--- src/rtl/shift_sequencer.sv ---
// Multi-cycle shift front-end: splits wide amounts into passes of at most STEP_MAX bits.
// Define SHIFT_SAT_EN to clamp the effective amount and shorten worst-case latency.
module general_shifter (
  input  logic [7:0] i,
  input  logic [3:0] n,
  input  logic       ar,
  input  logic       lr,
  input  logic       rot,
  output logic [7:0] o
);
  logic [15:0] dbl_l;
  logic [15:0] dbl_r;

  assign dbl_l = {i, i} << n;
  assign dbl_r = {i, i} >> n;

  always_comb begin
    o = i;
    unique case (1'b1)
      rot && lr:          o = dbl_l[15:8];
      rot && !lr:         o = dbl_r[7:0];
      !rot && lr:         o = i << n;
      !rot && !lr && ar:  o = $signed(i) >>> n;
      default:            o = i >> n;
    endcase
  end
endmodule

module shift_sequencer #(
  parameter int AMT_W    = 8,
  parameter int STEP_MAX = 7
) (
  input  logic             clk,
  input  logic             nrst,
  input  logic             in_valid,
  output logic             in_ready,
  input  logic [7:0]       in_data,
  input  logic [AMT_W-1:0] in_amt,
  input  logic [1:0]       in_op,
  output logic             out_valid,
  input  logic             out_ready,
  output logic [7:0]       out_data,
  output logic             busy
);
  typedef enum logic [1:0] {IDLE, RUN, DONE} state_t;

  localparam logic [1:0] OP_SLL = 2'b00;
  localparam logic [1:0] OP_SRA = 2'b10;
  localparam logic [1:0] OP_ROL = 2'b11;
  localparam logic [AMT_W-1:0] STEP_LIM = AMT_W'(STEP_MAX);

  state_t           state;
  state_t           state_nx;
  logic [7:0]       data;
  logic [1:0]       op;
  logic [AMT_W-1:0] rem;
  logic [AMT_W-1:0] rem_nx;
  logic [AMT_W-1:0] eff_amt;
  logic [2:0]       step;
  logic [7:0]       core_o;
  logic             accept;
  logic             ar;
  logic             lr;
  logic             rot;

`ifdef SHIFT_SAT_EN
  // Results saturate past 8 bits, so passes beyond that are wasted.
  always_comb begin
    eff_amt = in_amt;
    if (in_op == OP_ROL)
      eff_amt = {{(AMT_W-3){1'b0}}, in_amt[2:0]};
    else if (in_amt > AMT_W'(8))
      eff_amt = AMT_W'(8);
  end
`else
  assign eff_amt = in_amt;
`endif

  assign step   = (rem < STEP_LIM) ? rem[2:0] : STEP_LIM[2:0];
  assign rem_nx = rem - AMT_W'(step);
  assign accept = in_valid && in_ready;

  assign lr  = (op == OP_SLL) || (op == OP_ROL);
  assign ar  = (op == OP_SRA);
  assign rot = (op == OP_ROL);

  general_shifter u_core (
    .i   (data),
    .n   ({1'b0, step}),
    .ar  (ar),
    .lr  (lr),
    .rot (rot),
    .o   (core_o)
  );

  always_ff @(posedge clk or negedge nrst) begin
    if (!nrst) state <= IDLE;
    else       state <= state_nx;
  end

  always_comb begin
    state_nx  = state;
    in_ready  = 1'b0;
    out_valid = 1'b0;
    busy      = 1'b0;
    unique case (state)
      IDLE: begin
        in_ready = 1'b1;
        if (in_valid)
          state_nx = (eff_amt != '0) ? RUN : DONE;
      end
      RUN: begin
        busy = 1'b1;
        if (rem_nx == '0) state_nx = DONE;
      end
      DONE: begin
        busy      = 1'b1;
        out_valid = 1'b1;
        if (out_ready) state_nx = IDLE;
      end
      default: state_nx = IDLE;
    endcase
  end

  // out_data only moves on entry to DONE so it stays stable afterwards.
  always_ff @(posedge clk or negedge nrst) begin
    if (!nrst) begin
      data     <= '0;
      op       <= '0;
      rem      <= '0;
      out_data <= '0;
    end else if (accept) begin
      data <= in_data;
      op   <= in_op;
      rem  <= eff_amt;
      if (eff_amt == '0) out_data <= in_data;
    end else if (state == RUN) begin
      data <= core_o;
      rem  <= rem_nx;
      if (rem_nx == '0) out_data <= core_o;
    end
  end
endmodule

--- config.mk ---
export PLATFORM = sky130hd
export DESIGN_NAME = shift_sequencer
export DESIGN_NICKNAME = d
export VERILOG_FILES = /design/src/rtl/shift_sequencer.sv
export SDC_FILE = /design/constraint.sdc
export NUM_CORES = 1
export LEC_CHECK = 0
export BUFFER_PORTS_ARGS = -buffer_cell sky130_fd_sc_hd__buf_2
export CAP_MARGIN = 40
export CORE_MARGIN = 2
export CORE_UTILIZATION = 51
export CTS_BUF_LIST = sky130_fd_sc_hd__clkbuf_4
export DETAILED_ROUTE_END_ITERATION = 10
export PLACE_DENSITY = 0.71
export SKIP_LAST_GASP = 1
export SYNTH_ARGS = -nofsm -noshare
export SYNTH_HDL_FRONTEND = slang
export SYNTH_SLANG_ARGS = --single-unit
--- constraint.sdc ---
create_clock -name clk -period 3.5 [get_ports clk]
set_input_delay 0.175 -clock clk [delete_from_list [all_inputs] [get_ports clk]]
set_output_delay 0.175 -clock clk [all_outputs]
set_load 0.05 [all_outputs]
Yosys cells after proc, flatten, opt, wreduce, memory -nomap -nowiden:

Index checks and enable logic that the tools add are counted.

* shift operators: 5
* equality and inequality tests: 8
* muxes and demuxes: 18
* add/sub/neg operators: 1
* order comparisons: 1
* reduce and logical (&&, ||, !) cells: 19

Operators with widths (count)
* $mux W8: 8
* $pmux W8 S4: 1
* $logic_not A8 Y1: 2
* $shl A16 B3 Y16: 1
* $shr A16 B3 Y8: 1
* $lt A8 B3 Y1 const B: 1
* $mux W2: 4
* $reduce_bool A8 Y1: 1
* $shl A8 B3 Y8: 1
* $shr A8 B3 Y8: 1
* $sshr A8 B3 Y8: 1
* $sub A8 B3 Y8: 1
* $eq A2 B2 Y1 const B: 3
* $logic_and A1 B1 Y1: 6
* $ne A2 B2 Y1 const B: 3
* $pmux W2 S3: 1
* $reduce_and A3 Y1: 2
* $logic_not A2 Y1: 2
* $reduce_bool A2 Y1: 2
* $mux W1: 3
* $mux W3: 1
* $eq A2 B1 Y1 const B: 1
* $logic_not A1 Y1: 2
* $ne A2 B1 Y1 const B: 1
* other kinds (2): 2

* register bits: 28

Logic depth before layout (Yosys ltp):

Gate-level depths: netlist of the first run.

* depth after elaboration: 9
* mapped depth: 14
* depth with buffers taken out: 11

Hierarchy:

Synthesis of the first run repeated with hierarchy kept, for this count alone.

* cells, all modules: 341
* area, all modules: 2813.9 um2

Modules (own cells, without submodules)
* shift_sequencer: cells an instance 174, times used 1, area each 1695.4 um2, seq. area each 700.7 um2
* general_shifter: cells an instance 167, times used 1, area each 1118.6 um2, seq. area each 0.0 um2

Worst setup path before layout of the first run:

Ideal clock, no wire load.

* path kind: register to register
* start point: reg rem[4]
* end point: reg out_data[1]
* stages on the path, launching flop included: 13
* buffers on the path: 2
* arrival time: 2741 ps
* data required time: 3382 ps
* library setup time: 118 ps
* slack: 641 ps
* clock period less this slack: 2859 ps
* cell sequence: dfrtp_1 -> buf_6 -> or3_4 -> or2_1 -> buf_6 -> nand2_1 -> ha_1 -> nor4_1 -> nand3_1 -> a211o_1 -> a2bb2oi_2 -> mux2_1 -> a21o_1

* longest elaborated chain between the ends: 7

Ends and longest elaborated chain
* start, declared: line 56 `logic [AMT_W-1:0] rem;`
* start signal, assigned: line 135 `rem <= eff_amt;`
* start signal, assigned: line 139 `rem <= rem_nx;`
* branches (longest 7 deep; another with $lt A8 B3 Y1)
* end signal, assigned: line 136 `if (eff_amt == '0) out_data <= in_data;`
* end signal, assigned: line 140 `if (rem_nx == '0) out_data <= core_o;`
* end, declared: line 42 `output logic [7:0] out_data,`

Parallel ways; which one is timed is not known. The select of a mux whose other input is x is not followed.
A chain may end at the register's enable or synchronous reset.

Final worst setup path of the first run:

Ends and elaborated chain as after synthesis.

==> impl_summary.txt, run 1 <==
----------------------------------------------------
[Timing]
  Normalized max-slew margin ... 0.5508
  Number of max-slew violations in the final report ... 0
  Worst-case setup margin in the final layout ... 0.2129 ns
  Tmin final ... 3.287 ns
  Total of endpoints with negative setup slack in the final report ... 0
  Worst-Margin Slew ... 0.6739 ns
  Final worst-path cycle share ... 0.9392
  Final-report hold violation count ... 0
  Worst clock skew on the final layout ... 0.002218 ns
  RSZ-0062 raised after global routing ... false
  Setup TNS ... 0 ns
  Fmax ... 304.2 MHz

[Pwr]
  Sw Ratio ... 0.5627
  Gate power share ... 0.681
  Maximum vdd ir drop ... 0.8609 mV
  Clk network pwr share ... 0.071
  Power Dens Cells ... 1029 nW/um^2
  Net Sw Power ... 1.699 mW
  Standby leakage power ... 1.257 nW
  Internal power consumption ... 1.320 mW
  Part of the power in registers ... 0.247

[Synth]
  Net count after synthesis ... 390
  Count of flip-flops with a built-in enable after synthesis ... 0
  Proportion of synthesized chip area in sequential cells ... 0.2582
  Yosys warnings ... 0
  Gate Count Post-Synth ... 359
  Cell types with the largest area share after synthesis ... sky130_fd_sc_hd__dfrtp_1 (26%), sky130_fd_sc_hd__nand2_1 (6.8%), sky130_fd_sc_hd__o21ai_0 (5.3%)
  Avg Inst Size Synth ... 7.559 um^2
  Netlist area before placement ... 2714 um^2
  Main synth FF type ... sky130_fd_sc_hd__dfrtp_1
  Area share of the largest cell type after synthesis ... 0.2582
  FFs w/ async S/R, synth ... 1.000
  Cell taking the most area after synthesis ... sky130_fd_sc_hd__dfrtp_1
  Number of distinct standard cells referenced by the synthesized netlist ... 66
  Flop and latch count out of synthesis ... 28

[GRT]
  Pin count of the biggest net entering global routing ... 29
  Gr usage total ... 0.2670
  Global-route wire length before repair ... 12850 um
  Number of antenna violations at the first check in global routing ... 0
  Vias in the first global route ... 2526
  GRT Residual Overflow ... 0

[Critical path]
  Crit end category ... flip-flop
  Data arrival time of the worst path ... 3.54 ns
  Register-to-register setup slack ... 0.21 ns
  Crit Path Category ... flip-flop to flip-flop
  Setup crit start kind ... flip-flop
  Data required time of the worst path ... 3.75 ns
  Maximum fanout encountered on the critical timing path ... 13

[Finish]
  Area growth, synth to finish ... 8.114%
  Commonest non-fill, non-tap cell in the layout ... sky130_fd_sc_hd__nand2_1
  Commonest cells after routing, fill and taps aside ... sky130_fd_sc_hd__nand2_1 (49), sky130_fd_sc_hd__buf_2 (32), sky130_fd_sc_hd__o21ai_0 (29)
  Layout cells sized above 1 ... 0.1840
  N_diodes ... 0
  Number of nets in the final layout ... 407

[Clock network]
  # clock sinks ... 28
  CTS root buffer ... sky130_fd_sc_hd__clkbuf_4
  Source-to-sink clock delay at the later pin of the worst-skew pair ... 0.34 ns
  Max clock buf depth ... 2
  Clock tree from TritonCTS ... yes
  Cells resized by post-CTS repair ... 0
  Num CTS Buffers ... 3
  Clock edge transition at the registers on the reported setup and hold paths ... 0.15 ns
  H-tree depth ... 1
  Post-CTS Hold Buffers ... 1
  Buffers inserted during post-CTS setup optimization ... 0

[Floorplan]
  Horizontal die dimension ... 76.95 um
  Initial core utilization ... 0.5314
  Number of placed I/O pins ... 33
  Number of core rows ... 26
  Total Die Area ... 5921 um^2
  Die boundary height ... 76.95 um
  Core outline area ... 5107 um^2

[Detailed routing]
  Number of vias after detailed routing ... 2795
  Starting DRC count in detailed routing ... 340
  First-pass iteration count of the detailed router ... 5
  Wire length per cell after detailed routing ... 17.47 um
  Average via count per standard cell ... 6.281
  Drc violations ... 0
  Total routed wirelength ... 7775 um
  Remaining antenna violation count after routing ... 0

[Outcome]
  Status ... finished clean

[Placed design]
  Total half-perimeter wirelength after legalization and detailed placement ... 5917 um
  Final GP Congestion ... 0.9923
  Minimum setup slack after placement ... 0.2989 ns
  PortBufs ... 32

[Flow run]
  Max cap viols ... 0

[Hold path]
  Worst hold-check path type ... input pin to flip-flop

----------------------------------------------------
[synthesized netlist by cell type (4+ instances only)]
cell type and number:
sky130_fd_sc_hd__o221ai_1 4, sky130_fd_sc_hd__dfrtp_1 28, sky130_fd_sc_hd__o21ai_0 29, sky130_fd_sc_hd__nand2_1 49, sky130_fd_sc_hd__ha_1 9, sky130_fd_sc_hd__mux2_2 7
sky130_fd_sc_hd__nor3_1 21, sky130_fd_sc_hd__inv_1 13, sky130_fd_sc_hd__nand3_1 13, sky130_fd_sc_hd__nor4_1 6, sky130_fd_sc_hd__o21ai_1 7, sky130_fd_sc_hd__nor2_1 25
sky130_fd_sc_hd__a31oi_1 7, sky130_fd_sc_hd__and3_1 6, sky130_fd_sc_hd__clkbuf_1 8, sky130_fd_sc_hd__mux2i_1 6, sky130_fd_sc_hd__buf_2 13, sky130_fd_sc_hd__a21oi_1 26
[routing by layer]
layer / vias up / wire length [um] / part of all wire / GRT usage
li1: 1360 / - / - / -
met4: 0 / 62 / 0.0080 / 0.06727
met1: 1288 / 3511 / 0.45 / 0.4001
met2: 141 / 3535 / 0.45 / 0.4132
met3: 6 / 666 / 0.086 / 0.02353
met5: - / 0 / 0 / 0
[cells by family after synthesis]
| kind of cell | share of synthesized area |
|---|---|
| buf+inv | 0.07238 |
| xor+xnor | 0.009684 |
| flops | 0.2582 |
| mux | 0.05533 |
| simple gates | 0.2789 |
| compound gates | 0.2840 |
| fa+ha+maj | 0.04149 |
[per-stage QoR]
stage                     cells  hold WS [ns]  power, mW  instance area, um^2  utilization
after CTS                   445       0.03350      2.977                 2934       0.5745
final                       445       0.03505      3.018                 2934       0.5745
after global routing        445       0.03997      3.241                 2934       0.5745
after floorplan             359       -0.1206      2.291                 2714            -
after detailed placement    440        0.2231      2.751                 2872       0.5622
after global placement      440        0.2174      2.741                 2872       0.5622
[sequential cells by signal, summed over array words and instances, names as in the netlist]
signal / count
data: 8
op: 2
out_data: 8
rem: 8
state: 2
[power groups by stage]
| stage | logic (mW) | registers (mW) | clock network [mW] |
|---|---|---|---|
| floorplan | 1.58 | 0.712 | 0 |
| finish | 2.06 | 0.747 | 0.215 |
| global placement | 2.00 | 0.738 | 0 |
| CTS | 2.02 | 0.732 | 0.221 |
| detailed placement | 2.01 | 0.739 | 0 |
| global route | 2.24 | 0.765 | 0.235 |
[area by class of cell]
cell class,instances,area (um^2)
clock inverter,1,30.03
multi-input combinational,290,1822
tap,70,87.58
sequential,28,700.7
timing repair buffer,40,222.7
fill,507,2173
clock buffer,3,22.52
inverter,13,48.80
[worst max-delay path, stage by stage (launching register included)]
cell	delay (ns)
sky130_fd_sc_hd__dfrtp_1	0.49
sky130_fd_sc_hd__or3_4	0.41
sky130_fd_sc_hd__or2_1	0.34
sky130_fd_sc_hd__nand2_1	0.11
sky130_fd_sc_hd__ha_1	0.27
sky130_fd_sc_hd__nor3_1	0.09
sky130_fd_sc_hd__nor4_1	0.25
sky130_fd_sc_hd__nand3_1	0.13
sky130_fd_sc_hd__a211o_1	0.34
sky130_fd_sc_hd__a2bb2oi_2	0.23
sky130_fd_sc_hd__mux2_1	0.36
sky130_fd_sc_hd__a21o_1	0.15
[final timing paths]
| path | from | end | cells after the start |
|---|---|---|---|
| max | rem[4] | out_data[1] | 11 |
| min | in_op[1] | op[1] | 3 |
| max reg2reg | rem[4] | out_data[1] | 11 |
| min reg2reg | out_data[0] | out_data[0] | 2 |
| max in group asynchronous | nrst | out_data[1] | 2 |
| min in group asynchronous | nrst | state[1] | 2 |
No activity file was read; power rests on OpenSTA's default activity.
==> run 2, diff against run 1 <==
--- a/config.mk
+++ b/config.mk
@@ -7,9 +7,9 @@
 export LEC_CHECK = 0
 export BUFFER_PORTS_ARGS = -buffer_cell sky130_fd_sc_hd__buf_2
 export CAP_MARGIN = 40
-export CORE_MARGIN = 2
 export CORE_UTILIZATION = 51
 export CTS_BUF_LIST = sky130_fd_sc_hd__clkbuf_4
+export CTS_CLUSTER_SIZE = 12
 export DETAILED_ROUTE_END_ITERATION = 10
 export PLACE_DENSITY = 0.71
 export SKIP_LAST_GASP = 1
==> impl_summary.txt, run 2 (synthesis results as in run 1) <==
----------------------------------------------------
[Placed design]
  PortBufs ... 32 (unchanged)
  Number of cells after detailed placement ... 439 (was 440)
  Final GP Congestion ... 0.9798 (was 0.9923)
  Total half-perimeter wirelength after legalization and detailed placement ... 5857 um (was 5917 um)
  Cell area after placement ... 2864 um^2 (was 2872 um^2)
  Minimum setup slack after placement ... 0.2533 ns (was 0.2989 ns)

[Timing]
  Tmin final ... 3.212 ns (was 3.287 ns)
  Final worst-path cycle share ... 0.9178 (was 0.9392)
  Setup TNS ... 0 ns (unchanged)
  Worst-Margin Slew ... 0.7308 ns (was 0.6739 ns)
  Final-report hold violation count ... 0 (unchanged)
  Total of endpoints with negative setup slack in the final report ... 0 (unchanged)
  Worst-case setup margin in the final layout ... 0.2876 ns (was 0.2129 ns)
  Worst clock skew on the final layout ... 0.003224 ns (was 0.002218 ns)
  Post-route worst hold slack ... 0.04151 ns (was 0.03505 ns)
  RSZ-0062 raised after global routing ... false (unchanged)
  Fmax ... 311.3 MHz (was 304.2 MHz)
  Normalized max-slew margin ... 0.5128 (was 0.5508)
  Number of max-slew violations in the final report ... 0 (unchanged)

[Critical path]
  Crit end category ... flip-flop (unchanged)
  Register-to-register setup slack ... 0.29 ns (was 0.21 ns)
  Cell with the largest stage delay on the worst path ... sky130_fd_sc_hd__dfrtp_1 (unchanged)
  Reg2reg end ... out_data[1] (unchanged)
  Family of cells with the greatest summed delay on the critical path ... simple AND/OR/NAND/NOR gates (unchanged)
  Crit Path Category ... flip-flop to flip-flop (unchanged)
  Delay of the slowest cell on the worst path ... 0.50 ns (was 0.49 ns)
  Maximum fanout encountered on the critical timing path ... 13 (unchanged)
  Setup crit start kind ... flip-flop (unchanged)
  CP bufs+invs ... 1 (was 0)
  Launch point of the critical path ... rem[4] (unchanged)
  Launch instance of the worst register-to-register path ... rem[4] (unchanged)
  Worst r2r path cells ... 11 (unchanged)
  Cell breakdown of the critical path ... or3_4 -> or2_1 -> nand2b_1 -> ha_1 -> inv_1 -> nor3_1 -> a31oi_1 -> a211o_1 -> a2bb2oi_4 -> mux2_1 -> a21o_1 (was or3_4 -> or2_1 -> nand2_1 -> ha_1 -> nor3_1 -> nor4_1 -> nand3_1 -> a211o_1 -> a2bb2oi_2 -> mux2_1 -> a21o_1)
  Data arrival time of the worst path ... 3.45 ns (was 3.54 ns)
  Data required time of the worst path ... 3.74 ns (was 3.75 ns)

[Clock network]
  H-tree depth ... 1 (unchanged)
  Clock tree from TritonCTS ... yes (unchanged)
  Num CTS Buffers ... 3 (unchanged)
  Source-to-sink clock delay at the later pin of the worst-skew pair ... 0.33 ns (was 0.34 ns)
  CTS root buffer ... sky130_fd_sc_hd__clkbuf_4 (unchanged)
  Clock edge transition at the registers on the reported setup and hold paths ... 0.15 ns (about the same)
  Buffers inserted during post-CTS setup optimization ... 0 (unchanged)
  # clock sinks ... 28 (unchanged)
  Max clock buf depth ... 2 (unchanged)

[Detailed routing]
  Total routed wirelength ... 7783 um (was 7775 um)
  Wire length per cell after detailed routing ... 17.53 um (was 17.47 um)
  Remaining antenna violation count after routing ... 0 (unchanged)
  Average via count per standard cell ... 6.324 (was 6.281)
  Number of vias after detailed routing ... 2808 (was 2795)
  Starting DRC count in detailed routing ... 277 (was 340)
  Drc violations ... 0 (unchanged)
  First-pass iteration count of the detailed router ... 5 (unchanged)

[Floorplan]
  Number of placed I/O pins ... 33 (unchanged)
  Core outline area ... 5107 um^2 (unchanged)
  Total Die Area ... 5617 um^2 (was 5921 um^2)
  Number of core rows ... 26 (unchanged)
  Initial core utilization ... 0.5314 (unchanged)
  Horizontal die dimension ... 74.95 um (was 76.95 um)
  Die boundary height ... 74.95 um (was 76.95 um)

[GRT]
  Vias in the first global route ... 2523 (was 2526)
  Pin count of the biggest net entering global routing ... 29 (unchanged)
  Global-route wire length before repair ... 12550 um (was 12850 um)
  Number of antenna violations at the first check in global routing ... 0 (unchanged)
  GRT Residual Overflow ... 0 (unchanged)
  Gr usage total ... 0.2955 (was 0.2670)

[Finish]
  Commonest non-fill, non-tap cell in the layout ... sky130_fd_sc_hd__nand2_1 (unchanged)
  Final Instance Count excl. Fillers ... 444 (was 445)
  Layout cells sized above 1 ... 0.1818 (was 0.1840)
  Final core utilization ... 0.5752 (was 0.5745)
  Regs by FF count ... data (8), out_data (8), rem (8) (unchanged)
  Post-route standard cell area excluding fillers ... 2938 um^2 (was 2934 um^2)
  N_diodes ... 0 (unchanged)
  Area growth, synth to finish ... 8.253% (was 8.114%)
  Number of nets in the final layout ... 406 (was 407)
  Commonest cells after routing, fill and taps aside ... sky130_fd_sc_hd__nand2_1 (49), sky130_fd_sc_hd__buf_2 (32), sky130_fd_sc_hd__o21ai_0 (29) (unchanged)

[Pwr]
  Net Sw Power ... 1.704 mW (was 1.699 mW)
  Maximum vdd ir drop ... 0.6988 mV (was 0.8609 mV)
  Gate power share ... 0.676 (was 0.681)
  Standby leakage power ... 1.256 nW (was 1.257 nW)
  Sw Ratio ... 0.5637 (was 0.5627)
  Power Dens Cells ... 1029 nW/um^2 (about the same)
  Part of the power in registers ... 0.253 (was 0.247)
  Internal power consumption ... 1.319 mW (was 1.320 mW)
  Total power ... 3.022 mW (was 3.018 mW)
  Clk network pwr share ... 0.070 (was 0.071)

[Hold path]
  Critical hold path startpoint ... in_op[0] (was in_op[1])
  Hold-critical path depth ... 3 (unchanged)
  Worst hold-check path type ... input pin to flip-flop (unchanged)
  Hold EP ... op[0] (was op[1])

[Outcome]
  Status ... finished clean (unchanged)

[Flow run]
  Max cap viols ... 0 (unchanged)

----------------------------------------------------
## run 2: cell count changes in the layout (fill, tap and decap cells not counted), sizes merged
cell	delta
buf	-1
## run 2: worst min-delay path: cells and delay by family
family	cells	cell delay, ns
AND/OR/NAND/NOR	1	0.03
buffers and inverters	1	0.08
AO/OA/AOI/OAI	1	0.06
## run 2: worst max path at each step
stage / slack (ns) / endpoint / cells after the start
floorplan: 0.64 / out_data[1] / 12
global placement: 0.41 / out_data[1] / 10
detailed placement: 0.25 / out_data[1] / 10
CTS: 0.21 / out_data[1] / 10
global route: 0.08 / out_data[1] / 11
finish: 0.29 / out_data[1] / 11
## run 2: power by group through the flow
| stage | combinational (mW) | sequential (mW) | clock (mW) |
|---|---|---|---|
| 2_1_floorplan | 1.58 | 0.712 | 0 |
| 3_3_place_gp | 1.97 | 0.760 | 0 |
| 3_5_place_dp | 1.99 | 0.764 | 0 |
| 4_1_cts | 2.00 | 0.756 | 0.216 |
| 5_1_grt | 2.24 | 0.796 | 0.228 |
| 6_report | 2.04 | 0.766 | 0.213 |
## run 2: layout make-up
cell class | count | area, um^2
Timing Repair Buffer | 39 | 215.2
Inverter | 13 | 48.80
Multi-Input combinational cell | 290 | 1833
Fill cell | 503 | 2170
Clock inverter | 1 | 30.03
Sequential cell | 28 | 700.7
Tap cell | 70 | 87.58
Clock buffer | 3 | 22.52
## run 2: per-layer routing
metal / vias up / wire length (um) / global-route usage / share of wire
met2: 125 / 3545 / 0.4695 / 0.46
met3: 13 / 597 / 0.05890 / 0.077
li1: 1356 / - / - / -
met4: 0 / 73 / 0.05870 / 0.0094
met5: - / 0 / 0 / 0
met1: 1314 / 3567 / 0.4187 / 0.46
## run 2: timing repair
item,4_1_cts,5_1_grt
endpoints found under the setup margin,0,1
resized for setup,0,1
hold buffers,1,0
endpoints found under the hold margin,28,0
==> run 3, diff against run 2 <==
--- a/config.mk
+++ b/config.mk
@@ -5,13 +5,15 @@
 export SDC_FILE = /design/constraint.sdc
 export NUM_CORES = 1
 export LEC_CHECK = 0
+export ABC_AREA = 1
 export BUFFER_PORTS_ARGS = -buffer_cell sky130_fd_sc_hd__buf_2
 export CAP_MARGIN = 40
 export CORE_UTILIZATION = 51
-export CTS_BUF_LIST = sky130_fd_sc_hd__clkbuf_4
+export CTS_BUF_LIST = sky130_fd_sc_hd__clkbuf_8
 export CTS_CLUSTER_SIZE = 12
 export DETAILED_ROUTE_END_ITERATION = 10
-export PLACE_DENSITY = 0.71
+export PLACE_DENSITY = 0.72
+export REMOVE_ABC_BUFFERS = 1
 export SKIP_LAST_GASP = 1
 export SYNTH_ARGS = -nofsm -noshare
 export SYNTH_HDL_FRONTEND = slang
==> impl_summary.txt, run 3 <==
----------------------------------------------------
[Critical path]
  Reg2reg end ... out_data[0] (was out_data[1])
  Data required time of the worst path ... 3.67 ns (was 3.74 ns)
  Crit Path Category ... flip-flop to flip-flop (unchanged)
  Delay of the slowest cell on the worst path ... 0.42 ns (was 0.50 ns)
  Maximum fanout encountered on the critical timing path ... 11 (was 13)
  Cell with the largest stage delay on the worst path ... sky130_fd_sc_hd__dfrtp_1 (unchanged)
  Worst r2r path cells ... 13 (was 11)
  Setup crit start kind ... flip-flop (unchanged)
  Cell type with the highest occurrence count on the critical path ... sky130_fd_sc_hd__nand2_1
  Register-to-register setup slack ... 0.91 ns (was 0.29 ns)
  CP bufs+invs ... 1 (unchanged)
  Crit end category ... flip-flop (unchanged)
  Data arrival time of the worst path ... 2.76 ns (was 3.45 ns)
  Family of cells with the greatest summed delay on the critical path ... simple AND/OR/NAND/NOR gates (unchanged)
  Launch instance of the worst register-to-register path ... rem[3] (was rem[4])
  Cell breakdown of the critical path ... nor2_2 -> nand3_2 -> nand2_1 -> ha_1 -> nor2_1 -> nand3_1 -> nand3b_1 -> nor2_1 -> nand3_1 -> nand2_2 -> inv_2 -> nand2_1 -> nand2_1 (was or3_4 -> or2_1 -> nand2b_1 -> ha_1 -> inv_1 -> nor3_1 -> a31oi_1 -> a211o_1 -> a2bb2oi_4 -> mux2_1 -> a21o_1)

[Synth]
  Area share of the largest cell type after synthesis ... 0.2745 (was 0.2582)
  Yosys warnings ... 0 (unchanged)
  Flop and latch count out of synthesis ... 28 (unchanged)
  Netlist area before placement ... 2552 um^2 (was 2714 um^2)
  FFs w/ async S/R, synth ... 1.000 (unchanged)
  Cell taking the most area after synthesis ... sky130_fd_sc_hd__dfrtp_1 (unchanged)
  Gate Count Post-Synth ... 408 (was 359)
  Count of flip-flops with a built-in enable after synthesis ... 0 (unchanged)
  Leading post-synthesis cells by instance count ... sky130_fd_sc_hd__nand2_1 (148), sky130_fd_sc_hd__nand3_1 (83), sky130_fd_sc_hd__inv_1 (37) (was sky130_fd_sc_hd__nand2_1 (49), sky130_fd_sc_hd__o21ai_0 (29), sky130_fd_sc_hd__dfrtp_1 (28))
  Avg Inst Size Synth ... 6.256 um^2 (was 7.559 um^2)
  Number of distinct standard cells referenced by the synthesized netlist ... 30 (was 66)
  Cell types with the largest area share after synthesis ... sky130_fd_sc_hd__dfrtp_1 (27%), sky130_fd_sc_hd__nand2_1 (22%), sky130_fd_sc_hd__nand3_1 (16%) (was sky130_fd_sc_hd__dfrtp_1 (26%), sky130_fd_sc_hd__nand2_1 (6.8%), sky130_fd_sc_hd__o21ai_0 (5.3%))
  Cell with the most instances after synthesis ... sky130_fd_sc_hd__nand2_1 (unchanged)
  Main synth FF type ... sky130_fd_sc_hd__dfrtp_1 (unchanged)
  Proportion of synthesized chip area in sequential cells ... 0.2745 (was 0.2582)

[GRT]
  Pin count of the biggest net entering global routing ... 29 (unchanged)
  Global-route wire length before repair ... 11540 um (was 12550 um)
  Vias in the first global route ... 2505 (was 2523)
  Gr usage total ... 0.2772 (was 0.2955)
  Number of antenna violations at the first check in global routing ... 0 (unchanged)
  GRT Residual Overflow ... 0 (unchanged)

[Placed design]
  Final GP Congestion ... 0.9407 (was 0.9798)
  Total half-perimeter wirelength after legalization and detailed placement ... 5013 um (was 5857 um)
  PortBufs ... 32 (unchanged)
  Minimum setup slack after placement ... 0.9739 ns (was 0.2533 ns)

[Clock network]
  # clock sinks ... 28 (unchanged)
  Max clock buf depth ... 2 (unchanged)
  H-tree depth ... 1 (unchanged)
  Clock tree from TritonCTS ... yes (unchanged)
  Buffers inserted during post-CTS setup optimization ... 0 (unchanged)
  CTS root buffer ... sky130_fd_sc_hd__clkbuf_8 (was sky130_fd_sc_hd__clkbuf_4)
  Source-to-sink clock delay at the later pin of the worst-skew pair ... 0.28 ns (was 0.33 ns)
  Clock edge transition at the registers on the reported setup and hold paths ... 0.10 ns (was 0.15 ns)
  Num CTS Buffers ... 3 (unchanged)

[Finish]
  Layout cells sized above 1 ... 0.1465 (was 0.1818)
  Commonest non-fill, non-tap cell in the layout ... sky130_fd_sc_hd__nand2_1 (unchanged)
  Final core utilization ... 0.5829 (was 0.5752)
  Area growth, synth to finish ... 8.579% (was 8.253%)
  Commonest cells after routing, fill and taps aside ... sky130_fd_sc_hd__nand2_1 (148), sky130_fd_sc_hd__nand3_1 (83), sky130_fd_sc_hd__inv_1 (37) (was sky130_fd_sc_hd__nand2_1 (49), sky130_fd_sc_hd__buf_2 (32), sky130_fd_sc_hd__o21ai_0 (29))
  N_diodes ... 0 (unchanged)
  Number of nets in the final layout ... 462 (was 406)
  Regs by FF count ... data (8), out_data (8), rem (8) (unchanged)
  Layout filler cell count ... 478 (was 503)

[Hold path]
  Critical hold path startpoint ... in_op[0] (unchanged)
  Worst hold-check path type ... input pin to flip-flop (unchanged)
  Hold EP ... op[0] (unchanged)
  Hold-critical path depth ... 3 (unchanged)

[Floorplan]
  Core outline area ... 4755 um^2 (was 5107 um^2)
  Die boundary height ... 72.75 um (was 74.95 um)
  Initial core utilization ... 0.5368 (was 0.5314)
  Horizontal die dimension ... 72.75 um (was 74.95 um)
  Total Die Area ... 5292 um^2 (was 5617 um^2)
  Number of core rows ... 25 (was 26)
  Number of placed I/O pins ... 33 (unchanged)

[Detailed routing]
  Drc violations ... 0 (unchanged)
  Wire length per cell after detailed routing ... 13.54 um (was 17.53 um)
  Number of vias after detailed routing ... 2750 (was 2808)
  Total routed wirelength ... 6728 um (was 7783 um)
  First-pass iteration count of the detailed router ... 5 (unchanged)
  Average via count per standard cell ... 5.533 (was 6.324)
  Remaining antenna violation count after routing ... 0 (unchanged)
  Starting DRC count in detailed routing ... 382 (was 277)

[Timing]
  RSZ-0062 raised after global routing ... false (unchanged)
  Worst clock skew on the final layout ... 0.01278 ns (was 0.003224 ns)
  Final worst-path cycle share ... 0.7406 (was 0.9178)
  Number of max-slew violations in the final report ... 0 (unchanged)
  Worst-Margin Slew ... 0.6493 ns (was 0.7308 ns)
  Final-report hold violation count ... 0 (unchanged)
  Tmin final ... 2.592 ns (was 3.212 ns)
  Total of endpoints with negative setup slack in the final report ... 0 (unchanged)
  Post-route worst hold slack ... 0.09675 ns (was 0.04151 ns)
  Normalized max-slew margin ... 0.5671 (was 0.5128)
  Worst-case setup margin in the final layout ... 0.9078 ns (was 0.2876 ns)
  Setup TNS ... 0 ns (unchanged)
  Fmax ... 385.8 MHz (was 311.3 MHz)

[Pwr]
  Power Dens Cells ... 981.1 nW/um^2 (was 1029 nW/um^2)
  Maximum vdd ir drop ... 0.6466 mV (was 0.6988 mV)
  Standby leakage power ... 1.510 nW (was 1.256 nW)

[Flow run]
  Max cap viols ... 0 (unchanged)

[Outcome]
  Status ... finished clean (unchanged)

----------------------------------------------------
[run 3: cell types whose count changed after synthesis, sizes merged, moves of 19 or more]
| cell | before | now |
|---|---|---|
| a21oi | 26 | 7 |
| nor3 | 24 | 0 |
| inv | 13 | 43 |
| nand3 | 13 | 89 |
| nand2 | 49 | 155 |
| o21ai | 36 | 13 |
[run 3: cell families (layout without fill, tap and decap cells)]
family | after synthesis | after routing | synth area share
AOI/OAI and AO/OA | 29 | 29 | 0.06716
xor gates and xnor gates | 3 | 3 | 0.01030
adders and majority gates | 9 | 9 | 0.04412
buffers and inverters | 61 | 83 | 0.1054
DFF | 28 | 28 | 0.2745
and+or+nand+nor | 278 | 278 | 0.4985
[run 3: cell type report]
type                            instances  area [um^2]  share of cell area
Clock buffer                            4        55.05             0.01986
Inverter                               45        171.4             0.06185
Multi-Input combinational cell        319         1583              0.5711
Sequential cell                        28        700.7              0.2528
Tap cell                               67        83.83             0.03025
Timing Repair Buffer                   34        177.7             0.06411
[run 3: how the worst max path moves through the flow]
stage / startpoint / to / cells after the start
CTS: rem[3] / out_data[6] / 13
detailed placement: rem[3] / out_data[5] / 13
floorplan: state[0] / rem[0] / 7
global placement: rem[3] / out_data[1] / 13
finish: rem[3] / out_data[0] / 13
global route: rem[3] / out_data[0] / 13
[run 3: worst register-to-register path, cell delays in order (launching register included)]
cell                       delay [ns]
sky130_fd_sc_hd__dfrtp_1         0.42
sky130_fd_sc_hd__nor2_2          0.42
sky130_fd_sc_hd__nand3_2         0.23
sky130_fd_sc_hd__nand2_1         0.16
sky130_fd_sc_hd__ha_1            0.25
sky130_fd_sc_hd__nor2_1          0.09
sky130_fd_sc_hd__nand3_1         0.07
sky130_fd_sc_hd__nand3b_1        0.16
sky130_fd_sc_hd__nor2_1          0.14
sky130_fd_sc_hd__nand3_1         0.10
sky130_fd_sc_hd__nand2_2         0.19
sky130_fd_sc_hd__inv_2           0.12
sky130_fd_sc_hd__nand2_1         0.07
sky130_fd_sc_hd__nand2_1         0.05
[run 3: stage by stage]
| stage | total power [mW] | std cells | instance area [um^2] |
|---|---|---|---|
| global placement | 2.470 | 492 | 2706 |
| floorplan | 2.056 | 392 | 2455 |
| detailed placement | 2.482 | 492 | 2706 |
| CTS | 2.696 | 497 | 2771 |
| finish | 2.719 | 497 | 2771 |
| global route | 2.996 | 497 | 2771 |
[run 3: power breakdown]
part,internal [mW],switching [mW]
Sequential,0.469,0.0941
Combinational,0.571,1.38
Clock,0.101,0.103
[run 3: routing by layer]
layer	track usage	part of all wire	vias up
met3	0.04420	0.076	17
li1	-	-	1378
met1	0.3935	0.46	1229
met5	0	0	-
met4	0.07625	0.015	0
met2	0.4382	0.45	126
[run 3: what timing repair did]
action,CTS,global route
hold buffers,1,0
resized for setup,0,0
hold endpoints to repair,28,0
